## src/rtl/pdh_pkg.sv

```systemverilog
// -----------------------------------------------------------------------------
// pdh_pkg
// Shared types and helpers for the PDH DAC sweep path.
//   sweep_state_t : sweep sequencer FSM states
//   pack_dac      : packs two DAC codes into one AXI-Stream word
//                   {2'b00, ch2[13:0], 2'b00, ch1[13:0]}
// -----------------------------------------------------------------------------
package pdh_pkg;

    localparam int DAC_DATA_WIDTH   = 14;
    localparam int AXIS_TDATA_WIDTH = 32;

    typedef enum logic [1:0] {
        IDLE = 2'd0,
        UP   = 2'd1,
        DOWN = 2'd2,
        DONE = 2'd3
    } sweep_state_t;

    function automatic logic [AXIS_TDATA_WIDTH-1:0] pack_dac(
        input logic [DAC_DATA_WIDTH-1:0] ch1,
        input logic [DAC_DATA_WIDTH-1:0] ch2
    );
        return {2'b00, ch2, 2'b00, ch1};
    endfunction

endpackage

```

## src/rtl/dwell_timer.sv

```systemverilog
// -----------------------------------------------------------------------------
// dwell_timer
// Counts 0..limit while enabled and raises tick on the terminal count; the
// count then restarts at 0, so ticks are limit+1 cycles apart.
//   clk, rst    : clock, asynchronous active-high reset
//   load        : latch load_value as the new limit and restart the count
//   load_value  : terminal count (extra cycles per level)
//   clr         : synchronous clear of the count
//   en          : count enable
//   tick        : terminal-count strobe (combinational from the count)
// -----------------------------------------------------------------------------
module dwell_timer #(
    parameter int WIDTH = 16
) (
    input  logic             clk,
    input  logic             rst,
    input  logic             load,
    input  logic [WIDTH-1:0] load_value,
    input  logic             clr,
    input  logic             en,
    output logic             tick
);

    logic [WIDTH-1:0] limit;
    logic [WIDTH-1:0] count;

    assign tick = en && (count == limit);

    // NOTE: sequential state uses non-blocking assignments so every register
    // samples the pre-edge values, independent of statement order.
    always_ff @(posedge clk or posedge rst) begin
        if (rst) begin
            limit <= '0;
            count <= '0;
        end else if (load) begin
            limit <= load_value;
            count <= '0;
        end else if (clr || tick) begin
            count <= '0;
        end else if (en) begin
            count <= count + WIDTH'(1);
        end
    end

endmodule

```

## src/rtl/dac_sweep_sequencer.sv

```systemverilog
// -----------------------------------------------------------------------------
// dac_sweep_sequencer
// Triangle-wave scan generator for the DAC AXI-Stream. One channel ramps
// between min and max in steps of step, each level held dwell+1 cycles; the
// other channel carries a fixed hold code. Runs a set number of periods
// (0 = until stopped).
//   clk, rst          : 125 MHz clock, asynchronous active-high reset
//   start_i, stop_i   : single-cycle start / abort pulses (stop wins)
//   cfg_*             : run configuration, latched on a valid start
//   dac_tdata_o       : packed two-channel DAC word
//   dac_tvalid_o      : one-cycle strobe per code update
//   busy_o, dir_o     : sweeping; ramp direction (1 = rising)
//   done_o, err_o     : normal completion; rejected start
//   cycle_cnt_o       : completed periods in the current run
// -----------------------------------------------------------------------------
module dac_sweep_sequencer
    import pdh_pkg::*;
#(
    parameter int DAC_DATA_WIDTH   = 14,
    parameter int AXIS_TDATA_WIDTH = 32,
    parameter int DWELL_WIDTH      = 16,
    parameter int CYCLE_WIDTH      = 16
) (
    input  logic                        clk,
    input  logic                        rst,
    input  logic                        start_i,
    input  logic                        stop_i,
    input  logic                        cfg_chan_i,
    input  logic [DAC_DATA_WIDTH-1:0]   cfg_min_i,
    input  logic [DAC_DATA_WIDTH-1:0]   cfg_max_i,
    input  logic [DAC_DATA_WIDTH-1:0]   cfg_step_i,
    input  logic [DWELL_WIDTH-1:0]      cfg_dwell_i,
    input  logic [CYCLE_WIDTH-1:0]      cfg_cycles_i,
    input  logic [DAC_DATA_WIDTH-1:0]   cfg_hold_i,
    output logic [AXIS_TDATA_WIDTH-1:0] dac_tdata_o,
    output logic                        dac_tvalid_o,
    output logic                        busy_o,
    output logic                        done_o,
    output logic                        err_o,
    output logic                        dir_o,
    output logic [CYCLE_WIDTH-1:0]      cycle_cnt_o
);

    localparam int MSB = DAC_DATA_WIDTH - 1;

    sweep_state_t state_q, state_d;

    logic signed [MSB:0]        code_q, code_d;
    logic signed [MSB:0]        min_q, max_q;
    logic [MSB:0]               step_q, hold_q;
    logic                       chan_q;
    logic [CYCLE_WIDTH-1:0]     cycles_q;

    logic [CYCLE_WIDTH-1:0]     cycle_cnt_d, cnt_inc;
    logic                       dir_d, tvalid_d, done_d, err_d, busy_d;
    logic [AXIS_TDATA_WIDTH-1:0] tdata_d;

    logic                       start_req, cfg_valid, start_ok, start_bad;
    logic                       tick;
    logic                       chan_sel;
    logic [MSB:0]               hold_sel;

    // One extra bit so code +/- step cannot wrap before the limit compare.
    logic signed [DAC_DATA_WIDTH:0] up_sum, dn_diff, min_ext, max_ext;

    assign start_req = start_i && !stop_i && (state_q == IDLE);
    assign cfg_valid = ($signed(cfg_min_i) < $signed(cfg_max_i)) && (cfg_step_i != '0);
    assign start_ok  = start_req && cfg_valid;
    assign start_bad = start_req && !cfg_valid;

    assign up_sum  = $signed({code_q[MSB], code_q}) + $signed({1'b0, step_q});
    assign dn_diff = $signed({code_q[MSB], code_q}) - $signed({1'b0, step_q});
    assign min_ext = $signed({min_q[MSB], min_q});
    assign max_ext = $signed({max_q[MSB], max_q});
    assign cnt_inc = cycle_cnt_o + CYCLE_WIDTH'(1);

    dwell_timer #(
        .WIDTH(DWELL_WIDTH)
    ) u_dwell (
        .clk       (clk),
        .rst       (rst),
        .load      (start_ok),
        .load_value(cfg_dwell_i),
        .clr       (stop_i),
        .en        ((state_q == UP) || (state_q == DOWN)),
        .tick      (tick)
    );

    // Run configuration, frozen for the whole run.
    always_ff @(posedge clk or posedge rst) begin
        if (rst) begin
            min_q    <= '0;
            max_q    <= '0;
            step_q   <= '0;
            hold_q   <= '0;
            chan_q   <= 1'b0;
            cycles_q <= '0;
        end else if (start_ok) begin
            min_q    <= cfg_min_i;
            max_q    <= cfg_max_i;
            step_q   <= cfg_step_i;
            hold_q   <= cfg_hold_i;
            chan_q   <= cfg_chan_i;
            cycles_q <= cfg_cycles_i;
        end
    end

    always_comb begin
        // NOTE: every combinationally driven signal gets a default first, so
        // no path through the case leaves it unassigned (no inferred latch).
        state_d     = state_q;
        code_d      = code_q;
        cycle_cnt_d = cycle_cnt_o;
        dir_d       = dir_o;
        tvalid_d    = 1'b0;
        done_d      = 1'b0;
        err_d       = start_bad;

        case (state_q)
            IDLE: begin
                if (start_ok) begin
                    state_d     = UP;
                    code_d      = cfg_min_i;
                    cycle_cnt_d = '0;
                    dir_d       = 1'b1;
                    tvalid_d    = 1'b1;
                end
            end
            UP: begin
                if (stop_i) begin
                    state_d = IDLE;
                end else if (tick) begin
                    tvalid_d = 1'b1;
                    if (up_sum >= max_ext) begin
                        code_d  = max_q;
                        state_d = DOWN;
                        dir_d   = 1'b0;
                    end else begin
                        code_d = up_sum[MSB:0];
                    end
                end
            end
            DOWN: begin
                if (stop_i) begin
                    state_d = IDLE;
                end else if (tick) begin
                    tvalid_d = 1'b1;
                    if (dn_diff <= min_ext) begin
                        code_d      = min_q;
                        cycle_cnt_d = cnt_inc;
                        if ((cycles_q != '0) && (cnt_inc == cycles_q)) begin
                            state_d = DONE;
                        end else begin
                            state_d = UP;
                            dir_d   = 1'b1;
                        end
                    end else begin
                        code_d = dn_diff[MSB:0];
                    end
                end
            end
            DONE: begin
                done_d  = 1'b1;
                state_d = IDLE;
            end
            default: state_d = IDLE;
        endcase
    end

    // The start edge packs with the incoming cfg, later edges with the latched copy.
    assign chan_sel = start_ok ? cfg_chan_i : chan_q;
    assign hold_sel = start_ok ? cfg_hold_i : hold_q;
    assign busy_d   = (state_d == UP) || (state_d == DOWN);

    always_comb begin
        tdata_d = dac_tdata_o;
        if (tvalid_d) begin
            tdata_d = chan_sel ? pack_dac(hold_sel, code_d) : pack_dac(code_d, hold_sel);
        end
    end

    always_ff @(posedge clk or posedge rst) begin
        if (rst) begin
            state_q      <= IDLE;
            code_q       <= '0;
            cycle_cnt_o  <= '0;
            dir_o        <= 1'b0;
            dac_tvalid_o <= 1'b0;
            dac_tdata_o  <= '0;
            done_o       <= 1'b0;
            err_o        <= 1'b0;
            busy_o       <= 1'b0;
        end else begin
            state_q      <= state_d;
            code_q       <= code_d;
            cycle_cnt_o  <= cycle_cnt_d;
            dir_o        <= dir_d;
            dac_tvalid_o <= tvalid_d;
            dac_tdata_o  <= tdata_d;
            done_o       <= done_d;
            err_o        <= err_d;
            busy_o       <= busy_d;
        end
    end

endmodule
```

## config.mk

```make
export PLATFORM = sky130hd
export DESIGN_NAME = dac_sweep_sequencer
export DESIGN_NICKNAME = d
export VERILOG_FILES = /design/src/rtl/pdh_pkg.sv /design/src/rtl/dwell_timer.sv /design/src/rtl/dac_sweep_sequencer.sv
export SDC_FILE = /design/constraint.sdc
export NUM_CORES = 1
export LEC_CHECK = 0
export BUFFER_PORTS_ARGS = -buffer_cell sky130_fd_sc_hd__buf_2
export CORE_ASPECT_RATIO = 1.75
export CORE_MARGIN = 4
export CORE_UTILIZATION = 40
export DETAILED_ROUTE_END_ITERATION = 10
export GPL_TIMING_DRIVEN = 0
export PLACE_DENSITY = 0.69
export SETUP_SLACK_MARGIN = 0.1
export SLEW_MARGIN = 25
export SYNTH_ARGS = -nofsm -noshare
export SYNTH_HDL_FRONTEND = slang
export SYNTH_SLANG_ARGS = --single-unit
```

## constraint.sdc

```tcl
create_clock -name clk -period 7.95 [get_ports clk]
set_input_delay 0.795 -clock clk [delete_from_list [all_inputs] [get_ports clk]]
set_output_delay 0.795 -clock clk [all_outputs]
set_load 0.02 [all_outputs]
```

# == Word level (Yosys, flattened, before mapping) ==
# Index checks and enable logic that the tools add are counted.
# totals
register_bits,174
output_inout_bits,53
inputBits,93
mem_bits_rw,0
elab_cells,102
memories,0
latch_bits,0
romBits,0
# classes
n_bitwise,0
shift,0
reduce_logical,21
multipliers,0
n_div,0
addsub,4
n_eq_ne,15
magnitude_cmp,3
muxes,42
# op_table
cell,count
$mux 14,8
$mux 16,7
$pmux 14 s3,1
$add 16x1->16 const B,2
$eq 16x16->1,2
$pmux 16 s2,1
$mux 30,1
$mux 2,8
$reduce_bool 16->1,1
$add 14x15->15,1
$ge 15x14->1,1
$le 15x14->1,1
$sub 14x15->15,1
$lt 14x14->1,1
$reduce_bool 14->1,1
$mux 1,13
$reduce_and 9->1,1
$ne 2x1->1 const B,4
$ne 2x2->1 const B,4
$pmux 2 s4,1
$logic_and 1x1->1,7
$eq 2x2->1 const B,3
$reduce_bool 3->1,2
$reduce_and 5->1,1
other kinds (8),12

# == Logic depth before layout (Yosys ltp) ==
# logic_depth
depth_word,10
depth_mapped,23

# == Cells and area by module ==
# A second synthesis with hierarchy kept.
# hier_totals
hier_cells,1195
hier_area_um2,10909.2
# by_module_without_submodules
mod,cells_each,area_per_inst_um2,instances
dac_sweep_sequencer,1058,9351.5,1
dwell_timer,137,1557.7,1

# == Least setup slack after synthesis ==
# OpenSTA, ideal clock, no wires.
# synth_timing
path_type,reg2reg
start,register step_q[1]
end,register code_q[2]
t_arrival_ns,4.419
setup_ns,0.127
path_slack_ns,3.404
path_stages_with_launch,19
path_cell_list,dfrtp_1 > inv_1 > ha_1 > nand2b_1 > a21oi_1 > o21a_1 > or4_1 > and2_1 > o311a_1 > or2_2 > ha_1 > nand4_1 > nor2_1 > o31a_1 > o41ai_4 > buf_2 > mux2i_1 > o211ai_1 > or2_2
# synth_via
elab_chain_cells,6
word_cells_on_any_way,11
classes_between,add/sub (2); order compare (2); mux (7)
# synth_lines
item,line,text
from (decl),dac_sweep_sequencer.sv:50,"logic [MSB:0] step_q, hold_q;"
from (signal assigned),dac_sweep_sequencer.sv:101,step_q <= cfg_step_i;
$sub 14x15->15 or $add 14x15->15 (tied branches),"dac_sweep_sequencer.sv:72, dac_sweep_sequencer.sv:71",
$le 15x14->1 or $ge 15x14->1 (tied branches),"dac_sweep_sequencer.sv:148, dac_sweep_sequencer.sv:134",
"$mux 14, on equally long branches","dac_sweep_sequencer.sv:148, dac_sweep_sequencer.sv:134",
"$mux 14, on equally long branches","dac_sweep_sequencer.sv:146, dac_sweep_sequencer.sv:132",
"$mux 14, on equally long branches","dac_sweep_sequencer.sv:144, dac_sweep_sequencer.sv:130",
$pmux 14 s3 *,dac_sweep_sequencer.sv:119,case (state_q)
net code_d[2],dac_sweep_sequencer.sv:48,"logic signed [MSB:0] code_q, code_d;"
to (signal assigned),dac_sweep_sequencer.sv:195,code_q <= code_d;
to (decl),dac_sweep_sequencer.sv:48,
# Mark *: on every way through the listed nets, which the timed path passes. The rest lies on a longest branch.
# A chain may end at the register's enable or synchronous reset.

# == Final worst setup path ==
# layout_timing
start,register step_q[9]
end,register dac_tdata_o[27]
# layout_via
elab_chain_cells,7
word_cells_on_any_way,12
classes_between,add/sub (2); order compare (2); mux (8)
# layout_lines
item,line,text
$sub 14x15->15 or $add 14x15->15 (tied branches),"dac_sweep_sequencer.sv:72, dac_sweep_sequencer.sv:71",
$le 15x14->1 or $ge 15x14->1 (tied branches),"dac_sweep_sequencer.sv:148, dac_sweep_sequencer.sv:134",
"$mux 14, on equally long branches","dac_sweep_sequencer.sv:148, dac_sweep_sequencer.sv:134",
"$mux 14, on equally long branches","dac_sweep_sequencer.sv:146, dac_sweep_sequencer.sv:132",
"$mux 14, on equally long branches","dac_sweep_sequencer.sv:144, dac_sweep_sequencer.sv:130",
$pmux 14 s3 *,dac_sweep_sequencer.sv:119,
$mux 30 *,dac_sweep_sequencer.sv:178,"tdata_d = chan_sel ? pack_dac(hold_sel, code_d) : pack_dac(code_d, hold_sel);"
to (signal assigned),dac_sweep_sequencer.sv:199,dac_tdata_o <= tdata_d;
to (decl),dac_sweep_sequencer.sv:35,"output logic [AXIS_TDATA_WIDTH-1:0] dac_tdata_o,"
# Every way passes the cells marked *; elsewhere a longest branch is shown, timed or not.

==> impl_metrics.tcl <==
set metrics [dict create \
    viasPerCell 5.525 \
    nets 1682 \
    routabilityCongestion 0.9692 \
    start_kind "register" \
    synth.area.mux_share_pct 1.433 \
    worstPathCellList "inv_1 > ha_1 > clkbuf_1 > inv_1 > a21oi_1 > o21bai_1 > o311ai_0 > nand2_1 > xnor2_1 > ha_1 > nand4_1 > nor2_1 > o31a_1 > o41ai_4 > buf_2 > nor2_1 > a311oi_1 > nor2_1 > a21oi_1" \
    area_growth_pct 16.28 \
    cts_tree "done" \
    setup_viol 0 \
    ant_nets 0 \
    dp_hpwl_um 29010 \
    multiInputGateArea_um2 6252 \
    place_area_um2 12390 \
    grt_pass1_wl_um 57460 \
    grt_pass1_vias 10670 \
    cts.sinks 170 \
    cts_root_buffer "clkbuf_16" \
    crit_type "register to register" \
    ys_seq_area_share_pct 38.07 \
    die_w_um 134.4 \
    async_reset_ff_share_pct 100.0 \
    rr_worst_depth 19 \
    regToRegStartpoint "step_q[9]$_DFFE_PP0P_" \
    end_kind "register" \
    cp_slowest_stage_delay_ns 0.99 \
    avgSynthCellArea_um2 8.303 \
    finalHoldViolations 0 \
    routedWlPerCell_um 19.44 \
    endpoint "dac_tdata_o[27]$_DFFE_PP0P_" \
    crit_cells 19 \
    layout_commonest_cell "nand2_1" \
    power_density_nw_per_um2 428.7 \
    synthAdderAreaFrac_pct 8.979 \
    clock_latency_ns 0.46 \
    clock.fmax_ghz 0.1587 \
    cts_resized 0 \
    dr.pass1.iters 7 \
    synth_flop_cell "dfrtp_1" \
    antenna_found_initial 2 \
    final_area_um2 13000 \
    routed_wl_um 36800 \
    htreeDepth 4 \
    min_period_ns 6.301 \
    ctsHoldBuffers 0 \
    status "finished, final reports clean" \
    initialDrtViolationCount 681 \
    r2r_setup_slack_ns 1.65 \
    clkTransAtPathRegs_ns 0.07 \
    crit_fanout 10 \
    yosys_register_bits 170 \
    drc 0 \
    dieArea_um2 30780 \
    numCtsBuffers 17 \
    p_total_mw 5.570 \
    hold_path.class "primary input to async pin" \
    synth-simple-area-share_pct 22.39 \
    synth_top_family_by_area "simple AND/OR/NAND/NOR gates" \
    postCtsSetupBuffers 0 \
    start_util_pct 40.75 \
    period_share_pct 79.25 \
    synth_edf_count 0 \
    synth-compound-area-share_pct 17.24 \
    dr_total_vias 10460 \
    synth-warning-count 0 \
    syn_inst 1346 \
    rows 80 \
    finClkSkew_ns 0.01397 \
    fillCellCount 2762 \
    cp_slowest_cell "a311oi_1" \
    r2r_end "dac_tdata_o[27]$_DFFE_PP0P_" \
    relSlewSlack_pct 16.50 \
    die_h_um 229.1 \
    critical_path.top_delay_family "compound AO/OA/AOI/OAI gates" \
    synth_area_um2 11180 \
    synthXorXnorAreaFrac_pct 5.721 \
    synth.distinct_cells 83 \
    io_buffers 141 \
    cp.arrival_ns 6.68 \
    crit_required_ns 8.33 \
    pin_count 146 \
    grt_max_degree 89 \
    drive_above_1_share_pct 15.56 \
    grtUsageTotal_pct 23.96 \
    rsz0062_at_grt "false" \
    path_buf_inv 4 \
    tightest_slew_ns 1.244 \
    regArea_um2 4254 \
    p_leak_nw 6.225 \
    ir_drop_uv 260.0 \
    cts_buffer_depth 2 \
    core_area_um2 27430 \
    worst_path_most_repeated_cell "nor2_1" \
    layout_common_cells "243 x nand2_1, 170 x dfrtp_1, 167 x buf_2" \
    maxCapViolations 0 \
    slew_viol_final 0 \
    final.setup.tns_ns 0 \
    crit_start "step_q[9]$_DFFE_PP0P_" \
    grt-ovfl-total 0 \
]
==> sequential cells by signal (all words and copies together) (netlist names), 2 cells and up <==
signal / count
dac_tdata_o: 28
cycle_cnt_o: 16
cycles_q: 16
u_dwell.count: 16
u_dwell.limit: 16
code_q: 14
hold_q: 14
max_q: 14
min_q: 14
step_q: 14
state_q: 2
==> worst min path at each step <==
stage                          startpoint                          to
3_5_place_dp   dac_tdata_o[3]$_DFFE_PP0P_  dac_tdata_o[3]$_DFFE_PP0P_
2_1_floorplan         hold_q[0]$_DFF_PP0_         hold_q[0]$_DFF_PP0_
6_report                              rst        hold_q[10]$_DFF_PP0_
4_1_cts                               rst        hold_q[10]$_DFF_PP0_
3_3_place_gp   dac_tdata_o[0]$_DFFE_PP0P_  dac_tdata_o[0]$_DFFE_PP0P_
5_1_grt                               rst      dac_tvalid_o$_DFF_PP0_
==> synthesized netlist by cell type, types with 5 or more instances <==
library cell | n | area [µm²]
o21bai_1 | 8 | 60.06
inv_1 | 91 | 341.6
o22ai_1 | 6 | 37.54
nor2b_1 | 5 | 31.28
or3_1 | 11 | 68.82
a31oi_1 | 5 | 31.28
o31ai_1 | 8 | 60.06
and3_1 | 8 | 50.05
clkbuf_1 | 42 | 157.7
buf_2 | 26 | 130.1
o221ai_1 | 9 | 78.83
o21ai_0 | 128 | 640.6
xnor2_1 | 42 | 367.9
and3b_1 | 5 | 43.79
nor2_1 | 100 | 375.4
a211oi_1 | 7 | 52.55
mux2i_1 | 16 | 160.2
nand3b_1 | 6 | 45.04
nand3_1 | 32 | 160.2
xor2_1 | 31 | 271.5
a21oi_1 | 49 | 245.2
or2_2 | 15 | 93.84
nand4_1 | 30 | 187.7
nor3_1 | 37 | 185.2
o21a_1 | 11 | 82.58
nand2b_1 | 6 | 37.54
ha_1 | 77 | 963.4
nor4_1 | 12 | 75.07
dfrtp_1 | 170 | 4254
o211ai_1 | 11 | 82.58
nand2_1 | 243 | 912.1
nor3b_1 | 5 | 37.54
o31a_1 | 5 | 43.79
==> where the power goes <==
group | switching (mW) | internal, mW
registers | 0.256 | 1.19
logic | 2.08 | 1.18
clock network | 0.405 | 0.455
total | 2.74 | 2.83
==> area by class of cell <==
| class | count | area share, % |
|---|---|---|
| multi-input cells | 1011 | 48.11 |
| flip-flops and latches | 170 | 32.74 |
| repair buffers | 142 | 5.642 |
| well taps | 369 | 3.553 |
| clock buffers | 19 | 3.408 |
| inverters | 93 | 2.744 |
| plain buffers | 75 | 2.590 |
| clock inverters | 13 | 1.194 |
| diodes | 1 | 0.01926 |
==> layer usage <==
| layer | up-vias | GRT usage [%] | share of wire [%] | wire, µm |
|---|---|---|---|---|
| met3 | 122 | 4.480 | 5.3 | 1956 |
| met1 | 4972 | 25.81 | 37 | 13500 |
| met2 | 369 | 41.14 | 50 | 18450 |
| li1 | 4993 | - | - | - |
| met4 | 2 | 17.90 | 7.8 | 2874 |
| met5 | - | 0 | 0.038 | 14 |
==> metrics by stage <==
step	util, %	hold WS, ns	setup WS (ns)	instances
finish	47.38	0.4002	1.650	1893
global route	47.38	0.4508	1.546	1893
CTS	47.37	0.4270	1.800	1892
detailed placement	45.19	0.4657	1.822	1860
global placement	45.05	0.4693	0.4691	1859
floorplan	-	0.4506	2.552	1349
==> cell families after synthesis <==
logic type	count (synthesis)
other cells	1
xor+xnor	73
mux	16
buf+inv	168
flops	170
fa+ha+maj	79
compound gates	302
simple gates	537
==> worst reg2reg max path: stages, from the launching register on <==
cell	delay, ns
dfrtp_1	0.42
inv_1	0.11
ha_1	0.28
clkbuf_1	0.36
inv_1	0.20
a21oi_1	0.22
o21bai_1	0.13
o311ai_0	0.62
nand2_1	0.14
xnor2_1	0.25
ha_1	0.29
nand4_1	0.15
nor2_1	0.10
o31a_1	0.17
o41ai_4	0.94
buf_2	0.49
nor2_1	0.08
a311oi_1	0.99
nor2_1	0.10
a21oi_1	0.21
(Power assumes the default switching activity.)
